<file path="config.mk">
export PLATFORM = sky130hd
export DESIGN_NAME = response_voter_flat
export DESIGN_NICKNAME = d
export VERILOG_FILES = /design/src/rtl/puf_pkg.sv /design/src/rtl/response_voter_if.sv /design/src/rtl/vote_counter.sv /design/src/rtl/response_voter.sv /design/src/flat_wrapper.sv
export SDC_FILE = /design/constraint.sdc
export NUM_CORES = 1
export LEC_CHECK = 0
export ABC_CLOCK_PERIOD_IN_PS = 2100
export CORE_MARGIN = 2
export CORE_UTILIZATION = 43
export CTS_BUF_LIST = sky130_fd_sc_hd__clkbuf_8 sky130_fd_sc_hd__clkbuf_16
export CTS_CLUSTER_SIZE = 28
export DETAILED_ROUTE_END_ITERATION = 8
export HOLD_SLACK_MARGIN = 0.12
export SYNTH_ARGS = -nofsm -noshare
export SYNTH_HDL_FRONTEND = slang
export SYNTH_SLANG_ARGS = --single-unit
</file>
<file path="constraint.sdc">
create_clock -name clk -period 2.1 [get_ports clk]
set_clock_uncertainty 0.15 [all_clocks]
set_input_delay 0.42 -clock clk [delete_from_list [all_inputs] [get_ports clk]]
set_output_delay 0.42 -clock clk [all_outputs]
set_load 0.005 [all_outputs]
</file>
<file path="src/rtl/puf_pkg.sv">
// Shared types and sizing helpers for the PUF response voter.
package puf_pkg;

  typedef enum logic [2:0] {
    S_IDLE,
    S_REQUEST,
    S_WAIT,
    S_ACCUM,
    S_DECIDE,
    S_OUTPUT
  } voter_state_t;

  localparam int DEF_WIDTH = 8;
  localparam int DEF_VOTES = 5;

  // Counter must hold 0..votes inclusive.
  function automatic int vote_cnt_w(input int votes);
    return $clog2(votes + 1);
  endfunction

endpackage

</file>
<file path="src/rtl/response_voter_if.sv">
// Handler-side and downstream-side signals of the voter; master is the voter.
interface response_voter_if
  import puf_pkg::*;
#(
  parameter int WIDTH = DEF_WIDTH
);
  logic             puf_en;
  logic             puf_valid;
  logic [WIDTH-1:0] puf_response;
  logic             out_valid;
  logic             out_ready;
  logic [WIDTH-1:0] voted_response;
  logic [WIDTH-1:0] unstable_mask;

  modport master (
    output puf_en, out_valid, voted_response, unstable_mask,
    input  puf_valid, puf_response, out_ready
  );

  modport slave (
    input  puf_en, out_valid, voted_response, unstable_mask,
    output puf_valid, puf_response, out_ready
  );
endinterface

</file>
<file path="src/rtl/vote_counter.sv">
// Single-bit vote accumulator with majority and non-unanimity decode.
module vote_counter
  import puf_pkg::*;
#(
  parameter int VOTES = DEF_VOTES
) (
  input  logic clk,
  input  logic rst,
  input  logic clr_i,
  input  logic acc_i,
  input  logic bit_i,
  output logic maj_o,
  output logic unstable_o
);
  localparam int CW = vote_cnt_w(VOTES);

  logic [CW-1:0] cnt_q, cnt_d;

  always_comb begin
    cnt_d = cnt_q;
    if (clr_i)              cnt_d = '0;
    else if (acc_i && bit_i) cnt_d = cnt_q + CW'(1);
  end

  always_ff @(posedge clk) begin
    if (!rst) cnt_q <= '0;
    else      cnt_q <= cnt_d;
  end

  assign maj_o      = cnt_q > CW'(VOTES / 2);
  assign unstable_o = (cnt_q != '0) && (cnt_q != CW'(VOTES));

endmodule

</file>
<file path="src/rtl/response_voter.sv">
// Requests VOTES handler evaluations, votes each bit, and hands off the result.
module response_voter
  import puf_pkg::*;
#(
  parameter int WIDTH          = DEF_WIDTH,
  parameter int VOTES          = DEF_VOTES,
  parameter int TIMEOUT_CYCLES = 1_000_000
) (
  input  logic               clk,
  input  logic               rst,
  input  logic               start,
  output logic               busy,
  output logic               timeout_err,
  response_voter_if.master   vif
);
  localparam int TW = (TIMEOUT_CYCLES > 1) ? $clog2(TIMEOUT_CYCLES) : 1;

  voter_state_t     state_q, state_d;
  logic [3:0]       vote_idx_q, vote_idx_d;
  logic [TW-1:0]    tmo_q, tmo_d;
  logic             pv_q;
  logic [WIDTH-1:0] resp_q, resp_d;
  logic [WIDTH-1:0] voted_q, voted_d;
  logic [WIDTH-1:0] unst_q, unst_d;
  logic             terr_q, terr_d;
  logic             clr, acc;
  logic [WIDTH-1:0] maj, unst;

  for (genvar i = 0; i < WIDTH; i++) begin : g_vc
    vote_counter #(.VOTES(VOTES)) u_vc (
      .clk        (clk),
      .rst        (rst),
      .clr_i      (clr),
      .acc_i      (acc),
      .bit_i      (resp_q[i]),
      .maj_o      (maj[i]),
      .unstable_o (unst[i])
    );
  end

  always_comb begin
    state_d    = state_q;
    vote_idx_d = vote_idx_q;
    tmo_d      = tmo_q;
    resp_d     = resp_q;
    voted_d    = voted_q;
    unst_d     = unst_q;
    terr_d     = terr_q;
    clr        = 1'b0;
    acc        = 1'b0;
    case (state_q)
      S_IDLE: if (start) begin
        clr        = 1'b1;
        vote_idx_d = '0;
        terr_d     = 1'b0;
        state_d    = S_REQUEST;
      end
      S_REQUEST: begin
        tmo_d   = '0;
        state_d = S_WAIT;
      end
      S_WAIT: begin
        // pv_q resets high so a level left over from before is never a new response.
        if (!pv_q && vif.puf_valid) begin
          resp_d  = vif.puf_response;
          state_d = S_ACCUM;
        end else if (tmo_q == TW'(TIMEOUT_CYCLES - 1)) begin
          terr_d  = 1'b1;
          state_d = S_IDLE;
        end else begin
          tmo_d = tmo_q + TW'(1);
        end
      end
      S_ACCUM: begin
        acc        = 1'b1;
        vote_idx_d = vote_idx_q + 4'd1;
        state_d    = (vote_idx_q + 4'd1 == 4'(VOTES)) ? S_DECIDE : S_REQUEST;
      end
      S_DECIDE: begin
        voted_d = maj;
        unst_d  = unst;
        state_d = S_OUTPUT;
      end
      S_OUTPUT: if (vif.out_ready) state_d = S_IDLE;
      default: state_d = S_IDLE;
    endcase
  end

  always_ff @(posedge clk) begin
    if (!rst) begin
      state_q    <= S_IDLE;
      vote_idx_q <= '0;
      tmo_q      <= '0;
      pv_q       <= 1'b1;
      resp_q     <= '0;
      voted_q    <= '0;
      unst_q     <= '0;
      terr_q     <= 1'b0;
    end else begin
      state_q    <= state_d;
      vote_idx_q <= vote_idx_d;
      tmo_q      <= tmo_d;
      pv_q       <= vif.puf_valid;
      resp_q     <= resp_d;
      voted_q    <= voted_d;
      unst_q     <= unst_d;
      terr_q     <= terr_d;
    end
  end

  assign busy               = (state_q != S_IDLE);
  assign timeout_err        = terr_q;
  assign vif.puf_en         = rst && (state_q == S_REQUEST);
  assign vif.out_valid      = (state_q == S_OUTPUT);
  assign vif.voted_response = voted_q;
  assign vif.unstable_mask  = unst_q;

endmodule

</file>
<file path="src/flat_wrapper.sv">
// flat-port wrapper written by rule: the top's interface ports become plain ports
module response_voter_flat import puf_pkg::*;
#(
  parameter int WIDTH          = DEF_WIDTH,
  parameter int VOTES          = DEF_VOTES,
  parameter int TIMEOUT_CYCLES = 1_000_000
)
  (clk, rst, start, busy, timeout_err, vif_puf_en, vif_out_valid, vif_voted_response, vif_unstable_mask, vif_puf_valid, vif_puf_response, vif_out_ready);
  response_voter_if #(.WIDTH(WIDTH)) vif_i ();
  input  logic clk;
  input  logic rst;
  input  logic start;
  output logic busy;
  output logic timeout_err;
  output wire logic [$bits(vif_i.puf_en)-1:0] vif_puf_en;
  output wire logic [$bits(vif_i.out_valid)-1:0] vif_out_valid;
  output wire logic [$bits(vif_i.voted_response)-1:0] vif_voted_response;
  output wire logic [$bits(vif_i.unstable_mask)-1:0] vif_unstable_mask;
  input wire logic [$bits(vif_i.puf_valid)-1:0] vif_puf_valid;
  input wire logic [$bits(vif_i.puf_response)-1:0] vif_puf_response;
  input wire logic [$bits(vif_i.out_ready)-1:0] vif_out_ready;
  assign vif_puf_en = vif_i.puf_en;
  assign vif_out_valid = vif_i.out_valid;
  assign vif_voted_response = vif_i.voted_response;
  assign vif_unstable_mask = vif_i.unstable_mask;
  assign vif_i.puf_valid = vif_puf_valid;
  assign vif_i.puf_response = vif_puf_response;
  assign vif_i.out_ready = vif_out_ready;
  response_voter #(.WIDTH(WIDTH), .VOTES(VOTES), .TIMEOUT_CYCLES(TIMEOUT_CYCLES)) u_core (.clk(clk), .rst(rst), .start(start), .busy(busy), .timeout_err(timeout_err), .vif(vif_i));
endmodule
</file>
==> reports/metrics.yaml, run 1 <==
setup_path:
  critical-path-top-delay-family: "simple AND/OR/NAND/NOR gates"
  timing.rr.start: "u_core.state_q[2]$_SDFFE_PN0P_"
  data_arrival_time_at_the_worst_slack_endpoint_ns: 1.54
  critical_path_buf_inv_count: 1
  worstPathCellList: "or3b_2, nor2_1, dlygate4sd2_1"
  regToRegSetupSlack_ns: 0.03
  critPathSlowestCell: "sky130_fd_sc_hd__or3b_2"
  crit_path_start_kind: "register"
  cp_slowest_stage_delay_ns: 0.49
  reg2reg_to: "u_core.tmo_q[19]$_SDFFE_PN0P_"
  timing.reg2reg.worst_path_depth: 7
  critical_path_required_ns: 1.53
  path_class: "reg2out"
  timing.critical_path.fanout_max: 6
  crit_path_end_kind: "primary output"
  crit_start: "u_core.state_q[2]$_SDFFE_PN0P_"
finish:
  area_delta_synth_final_pct: 25.7
  mostFrequentLayoutCell: "sky130_fd_sc_hd__dfxtp_1"
  drive_gt1_share_pct: 14.2
  layout.cells.most_common_list: "sky130_fd_sc_hd__dfxtp_1 (74), sky130_fd_sc_hd__nand2_1 (57), sky130_fd_sc_hd__nor2_1 (50), sky130_fd_sc_hd__buf_4 (40), sky130_fd_sc_hd__a21oi_1 (36)"
  register_area_um2: 1550
  multiInputGateArea_um2: 2210
  postLayoutCellArea_um2: 4880
  finish.net_count: 577
  filler_cell_count: 800
  insertedDiodeCount: 0
min_path:
  whs_endpoint: "u_core.pv_q$_SDFF_PN1_"
  timing.hold.worst.class: "in2reg"
  hold-path-cell-count: 3
  worst_hold_startpoint: "vif_puf_valid"
placement:
  place.gp.congestion: 0.817
  detailed_place.area_um2: 4550
  portbufs: 32
  hpwl_um: 5890
pwr:
  power_mw: 3.31
  max-vdd-ir-drop_uv: 488
  internal_power_mw: 2.38
  flop_pwr_share_pct: 45.8
  power_density_normalized_to_cell_area_nw_per_um2: 679
  p_sw_mw: 0.934
  power.share.combinational_pct: 17.4
  clkPwrFrac_pct: 36.7
  p_leak_nw: 1.83
  netSwitchingFraction_pct: 28.2
logic_synthesis:
  postSynth.asyncResetShare_pct: 0
  synth_flop_cell: "sky130_fd_sc_hd__dfxtp_1"
  postSynthAreaPerCell_um2: 8.38
  synth_enable_flop_cells: 0
  postSynthNetCount: 511
  syn-instance-count: 463
  synth-seq-cells: 77
  synth.lib_cells_used.distinct: 46
  seq_area_frac_synth_pct: 39.7
  synth-warning-count: 0
  synth.cell_area_um2: 3880
clocking:
  tritoncts.num_buffers: 9
  cts_root_buf: "sky130_fd_sc_hd__clkbuf_8"
  clock_latency_ns: 0.36
  cts_hold_buffers: 0
  clk_pin_slew_ns: 0.09
  ctsLongestPathBuffers: 2
  tritoncts_clock_tree: "done"
  htree_num_levels: 3
  clock-sinks: 77
detailed_routing:
  wire_per_inst_um: 13.4
  dr.first_iter.drc_count: 110
  drtPass1Iterations: 4
  antenna_violating_nets_post_route: 0
  num_vias: 3355
  drcViolationCount: 0
  viasPerCell: 5.23
  drt_wl_total_um: 8630
floorplanning:
  die_area_um2: 9800
  design.portCount: 33
  dieHeight_um: 99.0
  design.core.area_um2: 8720
  dieWidth_um: 99.0
  initial_core_util_pct: 44.5
  std_cell_rows: 34
sta:
  final-max-slew-violation-count: 0
  setup-violations-final: 1
  layout_worst_path_cycle_share_pct: 100
  timing_worst_slew_pin_value_ns: 0.387
  grt_setup_unrepaired: "true"
  hold_viol_final: 0
  finalHoldWorstSlack_ns: 0.230
  max-slew-margin-rel_pct: 74.2
  period_needed_ns: 2.11
  setup_slack_ns: -0.00605
  clock.fmax_ghz: 0.475
run_status:
  outcome: "complete, but fails checks"
  failing_checks: "setup timing"
grt:
  grt_start_max_net_pins: 31
  initial_antenna_violation_count: 0
  grt_pass1_vias: 3128
  wire_length_of_the_first_global_routing_pass_um: 14600
  grt_remaining_overflow: 0
  grt_use_total_pct: 18.3
job:
  number_of_max_cap_violations: 0
[kinds of logic (layout without fill, tap and decap cells)]
| logic type | count (synthesis) | in the layout | share of synthesized area [%] |
|---|---|---|---|
| simple gates | 210 | 210 | 26.8 |
| flops | 77 | 77 | 39.7 |
| compound gates | 63 | 63 | 9.65 |
| buf+inv | 43 | 114 | 4.29 |
| fa+ha+maj | 35 | 35 | 11.3 |
| xor+xnor | 25 | 25 | 5.65 |
| mux | 10 | 10 | 2.58 |
[tightest hold or removal path, cell delays in order]
cell and delay [ns]:
sky130_fd_sc_hd__dlymetal6s2s_1 0.10, sky130_fd_sc_hd__buf_4 0.11, sky130_fd_sc_hd__nand2b_1 0.08
[worst max path at each step]
stage,endpoint,slack (ns),cells past startpoint
floorplan,u_core.tmo_q[11]$_SDFFE_PN0P_,0.11,7
global placement,u_core.tmo_q[13]$_SDFFE_PN0P_,-0.26,7
detailed placement,u_core.tmo_q[13]$_SDFFE_PN0P_,-0.32,7
CTS,u_core.tmo_q[19]$_SDFFE_PN0P_,-0.05,7
global route,u_core.tmo_q[11]$_SDFFE_PN0P_,-0.08,8
finish,vif_puf_en,-0.006,3
[registers in the layout, indices dropped and copies added, names as in the netlist]
register                   cells
u_core.state_q                 3
u_core.vif.voted_response      8
u_core.g_vc.u_vc.cnt_q        24
u_core.vif.unstable_mask       8
u_core.timeout_err             1
u_core.vote_idx_q              4
u_core.tmo_q                  20
u_core.pv_q                    1
u_core.resp_q                  8
[what timing repair did]
action / in CTS / in global routing
hold endpoints to repair: 0 / 0
endpoints found under the setup margin: 7 / 11
gates resized for setup: 9 / 11
setup buffers: 1 / 6
pin swaps: 4 / 9
[synthesized netlist by cell type (all sizes together) (2+ instances only)]
master	instances	share of area (%)
clkbuf	16	1.5
xor2	10	2.3
or4	3	0.58
or3	5	0.81
a41o	2	0.52
nand4	6	0.97
o211ai	2	0.39
dfxtp	77	40
nor3b	2	0.68
nor2	50	4.8
and2	2	0.32
nand3	33	4.3
a22oi	2	0.52
and3	5	0.81
nor2b	4	0.65
nor4b	5	1.5
mux2i	10	2.6
ha	35	11
nand2b	7	1.1
inv	22	2.1
buf	5	0.61
nand2	57	5.5
xnor2	15	3.4
o21ai	8	1.0
o31ai	3	0.58
and4	3	0.68
nor3	24	3.1
a21oi	37	4.8
[power by group through the flow]
stage          Combinational, mW  Sequential (mW)  Clock (mW)
2_1_floorplan              0.302             1.55           0
3_3_place_gp               0.556             1.55           0
3_5_place_dp               0.557             1.55           0
4_1_cts                    0.567             1.52        1.24
5_1_grt                    0.636             1.52        1.31
6_report                   0.577             1.52        1.22
[area by class of cell]
cell class                 instances  share of cell area, %
multi-input combinational        343                   45.4
timing repair buffer              76                   14.0
clock buffer                      11                   3.10
clock inverter                     5                   1.31
sequential                        77                   31.7
inverter                          22                   1.69
tap                              108                   2.77
[metrics by stage]
stage	std cells	utilization [%]	setup slack (ns)	setup TNS (ns)
finish	642	55.9	-0.00605	-0.00605
floorplan	463	-	0.110	0
CTS	636	55.0	-0.0499	-0.186
global placement	619	52.2	-0.258	-1.97
global route	642	55.9	-0.0761	-0.305
detailed placement	619	52.2	-0.315	-2.64
[layer usage]
| layer | track usage [%] | vias up | wire (um) |
|---|---|---|---|
| li1 | - | 1714 | - |
| met2 | 29.0 | 46 | 3960 |
| met4 | 5.06 | 0 | 82 |
| met5 | 0 | - | 0 |
| met3 | 3.90 | 7 | 325 |
| met1 | 25.3 | 1588 | 4260 |
Note: power is estimated with default switching activity, not from simulation.
==> run 2, diff against run 1 <==
Settings changed: CORE_UTILIZATION 43 to 35.
==> reports/metrics.yaml, run 2 (synthesis gave the netlist of run 1 again) <==
sta:
  setup-violations-final: 0  # was 1
  grt_setup_unrepaired: "true"  # unchanged
  final_setup_tns_ns: 0  # was -0.00605 ns
  max-slew-margin-rel_pct: 70.6  # was 74.2%
  layout_worst_path_cycle_share_pct: 97.3  # was 100%
  finalHoldWorstSlack_ns: 0.171  # was 0.230 ns
  clock.fmax_ghz: 0.489  # was 0.475 GHz
  hold_viol_final: 0  # unchanged
  final-max-slew-violation-count: 0  # unchanged
  timing_worst_slew_pin_value_ns: 0.440  # was 0.387 ns
  period_needed_ns: 2.04  # was 2.11 ns
  setup_slack_ns: 0.0557  # was -0.00605 ns
min_path:
  hold-path-cell-count: 2  # was 3
  worst_hold_startpoint: "vif_puf_valid"  # unchanged
  timing.hold.worst.class: "in2reg"  # unchanged
  whs_endpoint: "u_core.pv_q$_SDFF_PN1_"  # unchanged
setup_path:
  crit_path_start_kind: "register"  # unchanged
  cp_slowest_stage_delay_ns: 0.56  # was 0.49 ns
  critPathSlowestCell: "sky130_fd_sc_hd__or4_4"  # was sky130_fd_sc_hd__or3b_2
  regToRegSetupSlack_ns: 0.06  # was 0.03 ns
  data_arrival_time_at_the_worst_slack_endpoint_ns: 2.18  # was 1.54 ns
  critical_path_required_ns: 2.23  # was 1.53 ns
  crit_path_end_kind: "register"  # was primary output
  timing.reg2reg.worst_path_depth: 6  # was 7
  worstPathCellList: "buf_4, nor3b_4, nor4b_4, a22oi_2, or4_4, a21oi_2"  # was or3b_2, nor2_1, dlygate4sd2_1
  path_class: "reg2reg"  # was reg2out
  timing.critical_path.fanout_max: 8  # was 6
  timing.rr.start: "u_core.state_q[2]$_SDFFE_PN0P_"  # unchanged
  reg2reg_to: "u_core.tmo_q[13]$_SDFFE_PN0P_"  # was u_core.tmo_q[19]$_SDFFE_PN0P_
run_status:
  outcome: "finished, final reports clean"  # was complete, but fails checks
detailed_routing:
  antenna_violating_nets_post_route: 0  # unchanged
  drt_wl_total_um: 8740  # was 8630 um
  drtPass1Iterations: 4  # unchanged
  wire_per_inst_um: 13.0  # was 13.4 um
  viasPerCell: 4.99  # was 5.23
  drcViolationCount: 0  # unchanged
  num_vias: 3350  # was 3355
  dr.first_iter.drc_count: 106  # was 110
placement:
  portbufs: 32  # unchanged
  post-place-cells: 651  # was 619
  hpwl_um: 6020  # was 5890 um
  detailed_place.area_um2: 4610  # was 4550 um^2
  post_placement_worst_setup_slack_ns: -0.431  # was -0.315 ns
  place.gp.congestion: 0.786  # was 0.817
finish:
  top_regs: "u_core.g_vc.u_vc.cnt_q x24, u_core.tmo_q x20"  # unchanged
  drive_gt1_share_pct: 14.1  # was 14.2%
  finish.utilization_pct: 45.7  # was 55.9%
  layout.cells.most_common_list: "sky130_fd_sc_hd__dfxtp_1 (74), sky130_fd_sc_hd__nand2_1 (57), sky130_fd_sc_hd__nor2_1 (49), sky130_fd_sc_hd__a21oi_1 (36), sky130_fd_sc_hd__buf_4 (36)"  # was sky130_fd_sc_hd__dfxtp_1 (74), sky130_fd_sc_hd__nand2_1 (57), sky130_fd_sc_hd__nor2_1 (50), sky130_fd_sc_hd__buf_4 (40), sky130_fd_sc_hd__a21oi_1 (36)
  largest_reg_flops: 24  # unchanged
  finish.net_count: 574  # was 577
  registers.top_by_ff_count: "u_core.g_vc.u_vc.cnt_q"  # unchanged
  area_delta_synth_final_pct: 27.6  # was 25.7%
  filler_cell_count: 1074  # was 800
  insertedDiodeCount: 0  # unchanged
  postLayoutCellArea_um2: 4950  # was 4880 um^2
  mostFrequentLayoutCell: "sky130_fd_sc_hd__dfxtp_1"  # unchanged
  post_layout_nonfiller_instances: 671  # was 642
clocking:
  clock-sinks: 77  # unchanged
  clk_pin_slew_ns: 0.08  # was 0.09 ns
  cts_hold_buffers: 0  # unchanged
  clock_latency_ns: 0.36  # about the same
  tritoncts.num_buffers: 9  # unchanged
  ctsLongestPathBuffers: 2  # unchanged
  htree_num_levels: 3  # unchanged
  tritoncts_clock_tree: "done"  # unchanged
  cts_root_buf: "sky130_fd_sc_hd__clkbuf_8"  # unchanged
pwr:
  power_mw: 3.34  # was 3.31 mW
  max-vdd-ir-drop_uv: 373  # was 488 uV
  power_density_normalized_to_cell_area_nw_per_um2: 675  # was 679 nW/um^2
  p_leak_nw: 1.84  # was 1.83 nW
grt:
  grt_use_total_pct: 15.3  # was 18.3%
  wire_length_of_the_first_global_routing_pass_um: 14200  # was 14600 um
  grt_start_max_net_pins: 31  # unchanged
  initial_antenna_violation_count: 0  # unchanged
  grt_pass1_vias: 3129  # was 3128
  grt_remaining_overflow: 0  # unchanged
floorplanning:
  initial_core_util_pct: 35.8  # was 44.5%
  dieWidth_um: 109  # was 99.0 um
  std_cell_rows: 38  # was 34
  die_area_um2: 11900  # was 9800 um^2
  design.portCount: 33  # unchanged
  dieHeight_um: 109  # was 99.0 um
  design.core.area_um2: 10800  # was 8720 um^2
job:
  number_of_max_cap_violations: 0  # unchanged
run 2: timing repair:
item,in CTS,in global routing
resized for setup,16,13
setup endpoints to repair,8,15
buffers inserted,1,4
pin swaps,1,6
run 2: power breakdown:
part / switching, mW / leakage (nW) / internal (mW)
registers: 0.0281 / 0.622 / 1.49
logic: 0.324 / 1.10 / 0.280
clock network: 0.559 / 0.112 / 0.665
total: 0.911 / 1.84 / 2.43
run 2: layer usage:
metal	vias up	GRT usage, %	share of wire [%]
met4	0	6.96	1.7
met3	11	3.17	3.1
li1	1706	-	-
met2	48	25.2	48
met5	-	0	0
met1	1585	19.2	47
run 2: worst max-delay path by stage:
stage / start / end
6_report: u_core.state_q[2]$_SDFFE_PN0P_ / u_core.tmo_q[13]$_SDFFE_PN0P_
5_1_grt: u_core.tmo_q[6]$_SDFFE_PN0P_ / u_core.tmo_q[9]$_SDFFE_PN0P_
4_1_cts: u_core.state_q[2]$_SDFFE_PN0P_ / vif_puf_en
3_5_place_dp: vif_puf_valid / u_core.tmo_q[13]$_SDFFE_PN0P_
3_3_place_gp: vif_puf_valid / u_core.tmo_q[13]$_SDFFE_PN0P_
2_1_floorplan: vif_puf_valid / u_core.tmo_q[11]$_SDFFE_PN0P_
run 2: final cells by class:
type	instances	area (um^2)	area share, %
repair buffers	73	674	13.6
well taps	140	175	3.54
clock inverters	7	92.6	1.87
inverters	22	82.6	1.67
flip-flops and latches	77	1550	31.3
multi-input cells	343	2250	45.5
clock buffers	9	124	2.50
run 2: worst max-delay path, delay by kind of cell, from the launching register on:
family	cells	cell delay, ns
AO/OA/AOI/OAI	2	0.33
buffers and inverters	1	0.14
flip-flops	1	0.35
AND/OR/NAND/NOR	3	1.00
